`src/rtl/stream_fifo_buffer.sv`:
```
`default_nettype none
// ============================================================================
//  Module      : stream_fifo_buffer
//  Description : Single-clock valid/ready FIFO with first-word-fall-through
//                output, fill level, almost-full flag and synchronous flush.
//  Revision    : 1.0 - initial release
// ============================================================================
module stream_fifo_buffer #(
  parameter int DATA_WIDTH  = 8,
  parameter int DEPTH       = 4,
  parameter int ALMOST_FULL = DEPTH - 1
) (
  input  logic                         clk,
  input  logic                         reset_n,
  input  logic                         flush,
  input  logic                         i_valid,
  output logic                         i_ready,
  input  logic [DATA_WIDTH-1:0]        i_data,
  output logic                         o_valid,
  input  logic                         o_ready,
  output logic [DATA_WIDTH-1:0]        o_data,
  output logic [$clog2(DEPTH+1)-1:0]   level,
  output logic                         almost_full
);

  // Pointers carry one extra wrap bit. For a power-of-two DEPTH the pointer
  // difference then spans 0..DEPTH exactly and serves as the fill level, so
  // no separate counter can drift out of step with the pointers.
  localparam int c_aw = $clog2(DEPTH);
  localparam int c_pw = c_aw + 1;
  localparam logic [c_pw-1:0] c_depth_lvl = c_pw'(DEPTH);
  localparam logic [c_pw-1:0] c_af_lvl    = c_pw'(ALMOST_FULL);

  logic [DATA_WIDTH-1:0] mem_q [DEPTH];
  logic [c_pw-1:0]       wr_ptr_q;
  logic [c_pw-1:0]       wr_ptr_d;
  logic [c_pw-1:0]       rd_ptr_q;
  logic [c_pw-1:0]       rd_ptr_d;
  logic                  ready_q;
  logic                  ready_d;
  logic [c_pw-1:0]       w_level;
  logic [c_pw-1:0]       w_level_d;
  logic                  w_push;
  logic                  w_pop;

  assign w_level = wr_ptr_q - rd_ptr_q;

  // Flush blanks both handshakes in its cycle so nothing is accepted or
  // delivered while the contents are being discarded. i_ready deliberately
  // ignores o_ready: a full FIFO never accepts, even while it is being read.
  assign i_ready = ready_q & ~flush;
  assign o_valid = (w_level != '0) & ~flush;
  assign w_push  = i_valid & i_ready;
  assign w_pop   = o_valid & o_ready;

  assign o_data      = o_valid ? mem_q[rd_ptr_q[c_aw-1:0]] : '0;
  assign level       = w_level;
  assign almost_full = (w_level >= c_af_lvl);

  // Next pointers and the registered-ready lookahead from the next level
  always_comb begin
    wr_ptr_d = wr_ptr_q;
    rd_ptr_d = rd_ptr_q;
    if (flush) begin
      wr_ptr_d = '0;
      rd_ptr_d = '0;
    end else begin
      if (w_push) wr_ptr_d = wr_ptr_q + c_pw'(1);
      if (w_pop)  rd_ptr_d = rd_ptr_q + c_pw'(1);
    end
    w_level_d = wr_ptr_d - rd_ptr_d;
    ready_d   = flush | (w_level_d < c_depth_lvl);
  end

  // Pointer and ready state; ready stays low until the first edge after reset
  always_ff @(posedge clk or negedge reset_n) begin
    if (!reset_n) begin
      wr_ptr_q <= '0;
      rd_ptr_q <= '0;
      ready_q  <= 1'b0;
    end else begin
      wr_ptr_q <= wr_ptr_d;
      rd_ptr_q <= rd_ptr_d;
      ready_q  <= ready_d;
    end
  end

  // Storage array is not reset; validity comes only from the pointers
  always_ff @(posedge clk) begin
    if (w_push) begin
      mem_q[wr_ptr_q[c_aw-1:0]] <= i_data;
    end
  end

endmodule
`default_nettype wire

```
`config.mk`:
```
export PLATFORM = sky130hd
export DESIGN_NAME = stream_fifo_buffer
export DESIGN_NICKNAME = d
export VERILOG_FILES = /design/src/rtl/stream_fifo_buffer.sv
export SDC_FILE = /design/constraint.sdc
export NUM_CORES = 1
export LEC_CHECK = 0
export CAP_MARGIN = 5
export CORE_MARGIN = 5
export CORE_UTILIZATION = 66
export CTS_BUF_LIST = sky130_fd_sc_hd__clkbuf_8 sky130_fd_sc_hd__clkbuf_16
export CTS_CLUSTER_DIAMETER = 100
export DETAILED_ROUTE_END_ITERATION = 8
export DONT_BUFFER_PORTS = 1
export HOLD_SLACK_MARGIN = 0.05
export PLACE_DENSITY_LB_ADDON = 0.15
export SETUP_SLACK_MARGIN = 0.4
export SKIP_LAST_GASP = 1
export SLEW_MARGIN = 0
export SYNTH_ARGS = -nofsm -noshare
export SYNTH_HDL_FRONTEND = slang
export SYNTH_SLANG_ARGS = --single-unit
```
`constraint.sdc`:
```
create_clock -name clk -period 8.2 [get_ports clk]
set_input_delay 0.41 -clock clk [delete_from_list [all_inputs] [get_ports clk]]
set_output_delay 0.41 -clock clk [all_outputs]
set_load 0.02 [all_outputs]
```
# Word level (Yosys, flattened, before mapping)
# Memories as Yosys holds them, arrays and structs flattened.
# Cells that the tools add are included.
# word_totals
register_bits	7
mem_bits_rw	32
inputBits	13
out_inout_bits	14
wordCells	24
mem_count	1
# mem_list
name	words	width	rd	rd_clocked_by_memory_dff	wr	line	rtl
mem_q	4	8	1	0	1	34	logic [DATA_WIDTH-1:0] mem_q [DEPTH];
# op_classes
addsub	4
magnitude_cmp	2
n_mux	7
bitwise_logic	6
n_reduce_logical	1
# ops
cell	n
$mux 3	4
$mux 8	1
$add 3x1->3 const B	2
$sub 3x3->3	2
$and 1x1->1	4
$ge 3x2->1 const B	1
$lt 3x3->1 const B	1
$reduce_bool 3->1	1
$mux 1	2
$not 1->1	1
$or 1x1->1	1

# Depth between registers and ports, before layout
# logic_depth
depth_word	9
depth_mapped	14
mapped_depth_nobuf	14

# Least setup slack after synthesis
# Ideal clock, no wire load.
# synth_path
kind	register to register
start	reg wr_ptr_q[0]
end	reg ready_q
setup_ns	0.067
arrival_time_ns	2.886
t_required_ns	8.133
slack_ns	5.248
stages_incl_launch_ff	15
path_buffers	0
cell_sequence	dfrtp_1 > inv_1 > ha_1 > fa_1 > xor3_2 > or2_4 > nand2_2 > mux2i_1 > or2_1 > ha_1 > nor3b_1 > o2111ai_1 > o211ai_2 > xnor3_1 > nand2b_1
# synth_via
elab_chain_len	9
# synth_rtl
element	line	rtl
start, declared	35	logic [c_pw-1:0] wr_ptr_q;
start signal, assigned	82	wr_ptr_q <= wr_ptr_d;
$sub 3x3->3	46	assign w_level = wr_ptr_q - rd_ptr_q;
net level[2]	22	output logic [$clog2(DEPTH+1)-1:0] level,
$reduce_bool 3->1	52	assign o_valid = (w_level != '0) & ~flush;
$and 1x1->1	52	
$and 1x1->1	54	assign w_pop = o_valid & o_ready;
$mux 3	69	if (w_pop) rd_ptr_d = rd_ptr_q + c_pw'(1);
$mux 3	64	if (flush) begin
$sub 3x3->3	71	w_level_d = wr_ptr_d - rd_ptr_d;
$lt 3x3->1	72	ready_d = flush | (w_level_d < c_depth_lvl);
$or 1x1->1	72	
net ready_d	40	logic ready_d;
end signal, assigned	84	ready_q <= ready_d;
end, declared	39	logic ready_q;
# The timed path passes the listed nets, and every way through them passes these cells.

# Worst setup path in the final report
# layout_path
start	reg rd_ptr_q[0]
end	reg ready_q
# layout_via
elab_chain_len	9
# layout_rtl
element	line	rtl
start, declared	37	logic [c_pw-1:0] rd_ptr_q;
start signal, assigned	83	rd_ptr_q <= rd_ptr_d;
$sub 3x3->3	46	
net level[2]	22	
$reduce_bool 3->1	52	
$and 1x1->1	52	
$and 1x1->1	54	
$mux 3	69	
$mux 3	64	
$sub 3x3->3	71	
$lt 3x3->1	72	
$or 1x1->1	72	
net ready_d	40	
# The timed path passes the listed nets, and every way through them passes these cells.

==> run metrics <==
clock tree sinks=39; maxcap violations=0; Max IR drop VDD=0.253 mV; R2R setup slack=4.71 ns; Tot GR Track Use=17.3%; CORE AREA=0.00269 mm^2; timing startpoint of the critical path=rd_ptr_q[0]; final core occ=71.9%; die area=0.00389 mm^2; Total Power=0.000562 W; Fmax achieved=286 MHz; Crit Path Max Fanout=14; vias in the first global route=1004; Num CTS Buffers=5; # hold bufs at CTS=1; Die X-Extent=62.4 um; Syn Std Cell Area=0.00181 mm^2; HPWL Detailed=2170 um; critical path startpoint category=flip-flop; Layout Nets=138; CP endpoint kind=flip-flop; top cell type's share of synthesized area=53.1%; Worst Min Path Start=flush; Unique masters post-synth=32; sequential element share of the synthesized area=62.8%; Worst Hold Class=primary input to flip-flop; syn_area_per_cell=16.0 um^2; Final WS setup=4.71 ns; commonest non-fill, non-tap cell in the layout=edfxtp_1; routed via count=952; first-pass GRT wire length=5110 um; H-Tree Depth=2; CP Data Arrival Time=3.72 ns; Antenna Cells=0; CTS clk-pin slew, worst paths=0.08 ns; Cell Pwr Density=291 mW/mm^2; initial core utilization=67.3%; Yosys reg bits=39; status=finished, final reports clean; Skew-Pair Late Insertion Delay=0.29 ns; total congestion overflow=0; Post-CTS Resized=0; RSZ-0062 raised after global routing=false; largest area contributor in the netlist=edfxtp_1; FP Rows=19; Setup TNS Final=0 ns; P_leak=0.719 nW; share of post-route cells with drive strength above 1=18.6%; TritonRoute pass-1 iters=5; Post-DRT Antenna Nets=0; cell count of the worst reg-to-reg path=13; Tcrit/Tclk final=42.6%; yosys warns=0; worst slew margin relative to its limit=53.5%; Synthesized Nets=134; drt wl/cell=20.4 um; Fin. Hold Viols=0; Cells after Synth=113; Worst EP required=8.43 ns; Root Buffer=clkbuf_8; CP Capture Point=ready_q; Total Wirelength=3040 um; Initial DRC Count=19; CTS tree=done; mean number of vias per cell=6.39; skew final=0.00407 ns; largest net degree at the start of global routing=15; min cycle time layout=3.49 ns; Final Slew Violations=0; top cells by area, synth=edfxtp_1, mux4_2, dfrtp_1; Top Ports=27; Multi-input gate area=636 um^2; Layout fillers=180; Die H=62.4 um; Worst R2R End=ready_q; worst-margin pin slew=0.697 ns; # setup viols final=0; most frequent cells in the layout=edfxtp_1, nor2b_1, mux4_2; Max Root-Sink Buffers=2; DP Worst Slack=4.77 ns; initial antenna violation count=0; post-CTS repair timing setup buffer count=0; DRC viols=0; reg2reg start=rd_ptr_q[0]; Placer Congestion=0.778; IO buf count=0; Reg area=0.00114 mm^2; critical path class=flip-flop to flip-flop; P&R area growth vs syn=6.78%
[cell type report]
cell class | instances | share of cell area, %
timing repair buffer | 1 | 0.518
clock buffer | 5 | 3.56
clock inverter | 3 | 1.23
tap | 31 | 2.01
sequential | 39 | 58.8
inverter | 5 | 0.972
multi-input combinational | 65 | 32.9
[synthesized netlist by cell type]
| master | n |
|---|---|
| xnor3_1 | 1 |
| ha_1 | 7 |
| xnor2_1 | 1 |
| nand2_1 | 4 |
| nand3b_1 | 1 |
| a22oi_1 | 1 |
| o211ai_2 | 1 |
| edfxtp_1 | 32 |
| xor2_1 | 2 |
| nor3b_1 | 2 |
| fa_1 | 1 |
| clkbuf_1 | 1 |
| a21o_2 | 1 |
| and3_1 | 4 |
| a21oi_1 | 3 |
| inv_1 | 5 |
| nor2_1 | 5 |
| xor3_2 | 1 |
| or2_1 | 1 |
| mux4_2 | 8 |
| nand2b_1 | 2 |
| o2111ai_1 | 1 |
| a21bo_2 | 1 |
| nor2b_1 | 9 |
| a31oi_1 | 1 |
| nand4b_1 | 1 |
| nand2_2 | 1 |
| buf_2 | 3 |
| dfrtp_1 | 7 |
| mux2i_1 | 1 |
| or2_4 | 1 |
| nand3_1 | 3 |
[registers in the layout (all words and copies together), names as in the netlist]
name and count:
rd_ptr_q 3, wr_ptr_q 3, mem_q 32, ready_q 1
[per-stage QoR]
step	std cells	cell area, um^2	hold slack (ns)
6_report	149	1930	0.174
5_1_grt	149	1930	0.153
4_1_cts	149	1930	0.168
3_5_place_dp	140	1830	0.115
3_3_place_gp	140	1830	0.115
2_1_floorplan	113	1810	0.114
[critical path, cell delays in order (launching register included)]
cell and delay, ns:
dfrtp_1 0.64, ha_1 0.33, fa_1 0.41, xor3_2 0.35, or2_4 0.29, nand2_2 0.09, mux2i_1 0.08, or2_1 0.24
ha_1 0.23, nor3b_1 0.25, a31oi_1 0.14, o211ai_2 0.08, xnor3_1 0.23, nand2b_1 0.08
[how the worst min path moves through the flow]
stage,cells after the start,to
after floorplan,0,rd_ptr_q[0]
after global placement,0,rd_ptr_q[2]
after detailed placement,0,rd_ptr_q[2]
after CTS,1,wr_ptr_q[0]
after global routing,1,rd_ptr_q[1]
final,1,wr_ptr_q[0]
[metal layers]
layer	GRT usage (%)	wire (um)	vias up
met1	20.5	1090	474
met2	29.4	1670	42
met5	0	0	-
met3	7.21	255	3
met4	3.98	13	0
li1	-	-	433
[power breakdown]
group / switching [W] / internal [W] / leakage [nW] / total (W)
Clock: 0.0000682 / 0.0000607 / 0.0408 / 0.000129
Combinational: 0.000109 / 0.0000750 / 0.297 / 0.000184
Sequential: 0.0000205 / 0.000229 / 0.382 / 0.000249
[logic make-up after synthesis]
family | count (synthesis) | synth area share (%)
buffers and inverters | 9 | 2.07
flip-flops | 39 | 62.8
AO/OA/AOI/OAI | 9 | 3.80
XOR/XNOR | 5 | 4.08
multiplexers | 9 | 10.5
adder cells (fa/ha/maj) | 8 | 5.95
AND/OR/NAND/NOR | 34 | 10.8
(Power assumes the default switching activity.)
